[src/rtl/sram_like_arbiter.sv]
// Two-master sram-like arbiter: data has priority, inst gets a forced
// grant after STARVE_MAX consecutive data grants. One transaction in flight.
module sram_like_arbiter #(
  parameter int STARVE_MAX = 4,
  parameter int CNT_W      = 4
) (
  input  logic        clk,
  input  logic        resetn,

  input  logic        inst_req,
  input  logic        inst_wr,
  input  logic [1:0]  inst_size,
  input  logic [3:0]  inst_wstrb,
  input  logic [31:0] inst_addr,
  input  logic [31:0] inst_wdata,
  output logic        inst_addr_ok,
  output logic        inst_data_ok,
  output logic [31:0] inst_rdata,

  input  logic        data_req,
  input  logic        data_wr,
  input  logic [1:0]  data_size,
  input  logic [3:0]  data_wstrb,
  input  logic [31:0] data_addr,
  input  logic [31:0] data_wdata,
  output logic        data_addr_ok,
  output logic        data_data_ok,
  output logic [31:0] data_rdata,

  output logic        mem_req,
  output logic        mem_wr,
  output logic [1:0]  mem_size,
  output logic [3:0]  mem_wstrb,
  output logic [31:0] mem_addr,
  output logic [31:0] mem_wdata,
  input  logic        mem_addr_ok,
  input  logic        mem_data_ok,
  input  logic [31:0] mem_rdata
);

  typedef enum logic [1:0] {
    IDLE,
    HOLD,
    RESP
  } state_e;

  localparam logic [CNT_W-1:0] SMAX = CNT_W'(STARVE_MAX);

  state_e           state_q, state_d;
  logic             owner_q, owner_d;
  logic [CNT_W-1:0] starve_cnt_q, starve_cnt_d;

  logic sel_data;
  logic req_act;
  logic grant;
  logic force_inst;
  logic win_data;
  logic win_inst;
  logic inst_aok, data_aok;
  logic inst_dok, data_dok;

  assign force_inst = inst_req && (starve_cnt_q == SMAX);
  assign win_data   = data_req && !force_inst;
  assign win_inst   = inst_req && !win_data;

  always_comb begin
    state_d      = state_q;
    owner_d      = owner_q;
    starve_cnt_d = starve_cnt_q;
    sel_data     = owner_q;
    req_act      = 1'b0;
    grant        = 1'b0;
    inst_aok     = 1'b0;
    data_aok     = 1'b0;
    inst_dok     = 1'b0;
    data_dok     = 1'b0;

    unique case (state_q)
      IDLE: begin
        sel_data = win_data;
        req_act  = win_data || win_inst;
        if (req_act) begin
          owner_d = win_data;
          grant   = mem_addr_ok;
          state_d = mem_addr_ok ? RESP : HOLD;
        end
      end
      HOLD: begin
        req_act = owner_q ? data_req : inst_req;
        // owner withdrew its request: abandon without touching the counter
        if (!req_act) begin
          state_d = IDLE;
        end else if (mem_addr_ok) begin
          grant   = 1'b1;
          state_d = RESP;
        end
      end
      RESP: begin
        data_dok = owner_q && mem_data_ok;
        inst_dok = !owner_q && mem_data_ok;
        if (mem_data_ok) state_d = IDLE;
      end
      default: state_d = IDLE;
    endcase

    if (grant) begin
      data_aok = sel_data;
      inst_aok = !sel_data;
      if (sel_data && inst_req) begin
        if (starve_cnt_q < SMAX) starve_cnt_d = starve_cnt_q + 1'b1;
      end else begin
        starve_cnt_d = '0;
      end
    end
  end

  always_ff @(posedge clk or negedge resetn) begin
    if (!resetn) begin
      state_q      <= IDLE;
      owner_q      <= 1'b0;
      starve_cnt_q <= '0;
    end else begin
      state_q      <= state_d;
      owner_q      <= owner_d;
      starve_cnt_q <= starve_cnt_d;
    end
  end

  // handshake outputs are gated so reset silences them without a clock
  assign mem_req      = resetn && req_act;
  assign inst_addr_ok = resetn && inst_aok;
  assign data_addr_ok = resetn && data_aok;
  assign inst_data_ok = resetn && inst_dok;
  assign data_data_ok = resetn && data_dok;

  assign mem_wr    = sel_data ? data_wr    : inst_wr;
  assign mem_size  = sel_data ? data_size  : inst_size;
  assign mem_wstrb = sel_data ? data_wstrb : inst_wstrb;
  assign mem_addr  = sel_data ? data_addr  : inst_addr;
  assign mem_wdata = sel_data ? data_wdata : inst_wdata;

  assign inst_rdata = mem_rdata;
  assign data_rdata = mem_rdata;

endmodule

[config.mk]
export PLATFORM = sky130hd
export DESIGN_NAME = sram_like_arbiter
export DESIGN_NICKNAME = d
export VERILOG_FILES = /design/src/rtl/sram_like_arbiter.sv
export SDC_FILE = /design/constraint.sdc
export NUM_CORES = 1
export LEC_CHECK = 0
export ABC_AREA = 1
export ABC_CLOCK_PERIOD_IN_PS = 2400
export CAP_MARGIN = 20
export CORE_AREA = 8 8 119 121
export DETAILED_ROUTE_END_ITERATION = 10
export DIE_AREA = 0 0 127 129
export HOLD_SLACK_MARGIN = 0.08
export PLACE_DENSITY_LB_ADDON = 0.15
export SLEW_MARGIN = 20
export SYNTH_ARGS = -nofsm -noshare
export SYNTH_HDL_FRONTEND = slang
export SYNTH_SLANG_ARGS = --single-unit
[constraint.sdc]
create_clock -name clk -period 2.4 [get_ports clk]
set_input_delay 0.48 -clock clk [delete_from_list [all_inputs] [get_ports clk]]
set_output_delay 0.48 -clock clk [all_outputs]
set_load 0.005 [all_outputs]
### Yosys cells after proc, flatten, opt, wreduce, memory -nomap -nowiden

Index checks and enable logic that the tools add are counted.

* flip-flop bits (word level): 7
* logic and storage cells: 56
* input bits: 180

* $add $sub $neg: 1
* reduce and logical (&&, ||, !) cells: 20
* mux-type cells: 24
* equal/unequal tests: 7
* order comparisons: 1

Operators with widths (number)
* 32-bit 2-to-1 mux: 2
* 2-bit 2-to-1 mux: 6
* 4-bit 2-to-1 mux: 3
* 1-bit logical AND: 11
* 1-bit 2-to-1 mux: 10
* 2-bit case mux with 3 select lines: 1
* 4-bit by 1-bit adder with 4-bit output (second input constant): 1
* 4-bit by 3-bit == test with 1-bit output (second input constant): 1
* 1-bit logical NOT: 4
* 4-bit by 3-bit less-than comparator with 1-bit output (second input constant): 1
* 2-bit inequality test (second input constant): 2
* 1-bit case mux with 2 select lines: 2
* 2-bit AND reduction: 2
* 3-bit inequality test (second input constant): 1
* 3-bit AND reduction: 1
* 2-bit by 1-bit == test with 1-bit output (second input constant): 1
* 2-bit == test (second input constant): 1
* 2-bit logical NOT: 1
* 2-bit by 1-bit inequality test with 1-bit output (second input constant): 1
* 1-bit logical OR: 1

### Longest topological paths before layout

* word-level depth: 11
* depth in mapped cells: 12

### Worst setup path after synthesis

No wires, ideal clock.

* kind: register to output
* start point: reg starve_cnt_q[0]
* end point: out mem_addr[0]
* slack: 0.660 ns
* arrival: 1.260 ns
* cell stages (with the launch flop): 12
* required time: 1.920 ns
* cell sequence: dfrtp_1 > inv_1 > ha_1 > nand2_1 > inv_1 > nand2_1 > nand2_1 > nand2_1 > inv_2 > buf_6 > nand2_1 > nand2_1

* longest elaborated chain between the ends: 6

RTL lines
* start, declared: RTL line 51 `logic [CNT_W-1:0] starve_cnt_q, starve_cnt_d;`
* start signal, assigned: RTL line 125 `starve_cnt_q <= starve_cnt_d;`
* 4-bit by 3-bit == test with 1-bit output: RTL line 62 `assign force_inst = inst_req && (starve_cnt_q == SMAX);`
* 1-bit logical AND: RTL line 62
* 1-bit logical NOT: RTL line 63 `assign win_data = data_req && !force_inst;`
* 1-bit logical AND: RTL line 63
* 1-bit 2-to-1 mux: RTL line 78 `unique case (state_q)`
* 32-bit 2-to-1 mux: RTL line 139 `assign mem_addr = sel_data ? data_addr : inst_addr;`
* end, declared: RTL line 34 `output logic [31:0] mem_addr,`

Every way passes these cells.

### Worst setup path after layout

* start point: in resetn
* end point: out inst_data_ok

* longest elaborated chain between the ends: 1

RTL lines
* start, declared: RTL line 8 `input logic resetn,`
* 1-bit logical AND: RTL line 133 `assign inst_data_ok = resetn && inst_dok;`
* end, declared: RTL line 17 `output logic inst_data_ok,`

Every way passes these cells.

==> flow_summary.toml <==
[timing]
period_share_pct = 98.6
finalSetupViolCount = 0
hold_viol = 0
fin_worst_skew_ns = 0.00103
max-slew-margin-rel_pct = 81.8
finalMaxSlewViolations = 0
rsz0062_at_grt = "yes"
setup_tns_ns = 0
clock.fmax_mhz = 423
period_needed_ns = 2.37
worstMarginPinSlew_ns = 0.270

[grt]
grt_pass1_wl_microns = 17200
grtUsageTotal_pct = 13.5
grt_max_degree = 14
grt_pass1_vias = 2904
grt-ovfl-total = 0
grt_antenna_before_repair = 0

[logic_synthesis]
synth_area_leaders = "nand2_1, buf_4, dfrtp_1"
synth_top_area_share_pct = 46.4
ys_warn_count = 0
syn_nets = 545
syn-instance-count = 363
netlist_area_sq_mm = 0.00189
ys_seq_area_share_pct = 9.25
synth-seq-cells = 7
netlist-cell-type-count = 16
syn_avg_cell_area_sq_um = 5.22
synth_area_leader_cell = "nand2_1"

[floorplan]
rows = 41
die_h_microns = 129
coreArea_sq_mm = 0.0123
dieArea_sq_mm = 0.0164
dieWidth_microns = 127
initial_core_util_pct = 15.4
io-pin-count = 320

[finish]
final_common_cell = "nand2_1"
fillers = 1353
final_nets = 733
area_growth_pct = 115
final_cell_mix = "nand2_1, clkdlybuf4s50_1, clkbuf_2"
drive_gt1_share_pct = 24.0

[place]
globalplace.congestion = 0.805
hpwlAfterDp_microns = 8820
port_buffers = 223

[drt]
drc_errors = 0
ant_nets = 0
drt_iter0_markers = 112
via_per_inst = 3.93
wl_microns = 12000
wl_per_cell_microns = 17.1
drtPass1Iterations = 4
num_vias = 2756

[worst_hold_path]
hp-class = "reg -> reg"

[setup_path]
rrSetupSlack_ns = 0.48
r2r-start = "starve_cnt_q[0]"
endpoint = "inst_data_ok"
critPathRequiredTime_ns = 1.92
endpoint_kind = "output pin"
crit_type = "in -> out"
startpoint = "resetn"
cp.arrival_ns = 1.89
r2r-end = "starve_cnt_q[2]"
ff2ff_path_depth = 14
setup.worst_path.start_class = "input pin"
crit_path_max_fanout = 3

[cts]
clkTransAtPathRegs_ns = 0.04
cts_buffers = 3
cts_tree = "built"
clkLatencyLatePin_ns = 0.23
clock_path_buffers = 2
root_buffer = "clkbuf_16"
hold_buffers = 0
cts.sinks = 7
htreeDepth = 1

[power_and_ir_drop]
p_leak_nw = 2.17
power_mw = 4.36
peakVddDrop_mv = 0.360
p_per_area_mw_per_mm2 = 1070

[outcome]
status = "complete, no violations"

[job]
maxCapViolCount = 0
[area by class of cell]
cell class / instances / area [sq um] / share of cell area, %
sequential: 7 / 175 / 4.31
multi-input combinational: 263 / 1090 / 26.9
timing repair buffer: 262 / 2460 / 60.6
inverter: 14 / 65.1 / 1.60
tap: 150 / 188 / 4.62
antenna: 1 / 2.50 / 0.0616
clock buffer: 4 / 78.8 / 1.94
[cell families (layout without fill, tap and decap cells)]
group	count (synthesis)	in the layout	share of synthesized area, %
XOR/XNOR	1	1	0.463
flip-flops	7	7	9.25
AO/OA/AOI/OAI	6	6	1.98
adder cells (fa/ha/maj)	2	2	1.32
buffers and inverters	93	280	35.7
AND/OR/NAND/NOR	254	254	51.3
other	0	1	0
[worst max-delay path: stages]
cell	delay, ns
clkdlybuf4s50_1	0.48
inv_1	0.06
nor4_1	0.29
clkdlybuf4s50_1	0.57
[synth_stat cells, drive strengths merged]
cell / n
nand2: 234
o41ai: 1
nor4: 2
nand3: 6
a21oi: 3
o21ai: 2
ha: 2
xnor2: 1
inv: 14
dfrtp: 7
nor2: 10
or2: 2
buf: 79
[sequential cells by signal, indices dropped and copies added (netlist names)]
| register | flops |
|---|---|
| state_q | 2 |
| owner_q | 1 |
| starve_cnt_q | 4 |
[worst min-delay path by stage]
| stage | startpoint | to | depth (start not counted) |
|---|---|---|---|
| after detailed placement | starve_cnt_q[2] | starve_cnt_q[2] | 2 |
| final | starve_cnt_q[3] | starve_cnt_q[3] | 2 |
| after global placement | starve_cnt_q[3] | starve_cnt_q[3] | 2 |
| after floorplan | resetn | owner_q | 0 |
| after CTS | starve_cnt_q[2] | starve_cnt_q[2] | 2 |
| after global routing | starve_cnt_q[2] | starve_cnt_q[2] | 2 |
[routing by layer]
metal  global-route usage, %  up-vias  wire (microns)
met3                    6.50        7            1540
met2                    23.2      191            5570
met4                    1.19        0              45
met5                       0        -               0
li1                        -     1401               -
met1                    15.6     1157            4810
[per-stage QoR]
step	setup slack (ns)	hold WS [ns]	cells	utilization (%)	cell area [sq um]
final	0.0341	0.534	701	33.0	4070
after global routing	-0.0773	0.543	700	33.0	4060
after CTS	-0.00878	0.526	700	35.0	4310
after detailed placement	-0.397	0.518	671	31.3	3850
after global placement	-0.412	0.509	671	31.3	3850
after floorplan	0.660	0.184	363	-	1890
[report_power, final]
part / leakage (nW) / internal (mW) / total (mW) / switching, mW
Sequential: 0.0922 / 0.155 / 0.178 / 0.0232
Clock: 0.0382 / 0.222 / 0.289 / 0.0675
Combinational: 2.04 / 2.04 / 3.90 / 1.85
Total: 2.17 / 2.42 / 4.36 / 1.94
[timing repair]
| action | CTS | global route |
|---|---|---|
| setup buffers | 18 | 2 |
| cloned | 9 | 1 |
| pin swaps | 4 | 3 |
| resized for setup | 190 | 104 |
| endpoints found under the setup margin | 74 | 72 |
Power figures use the tool's default switching activity.
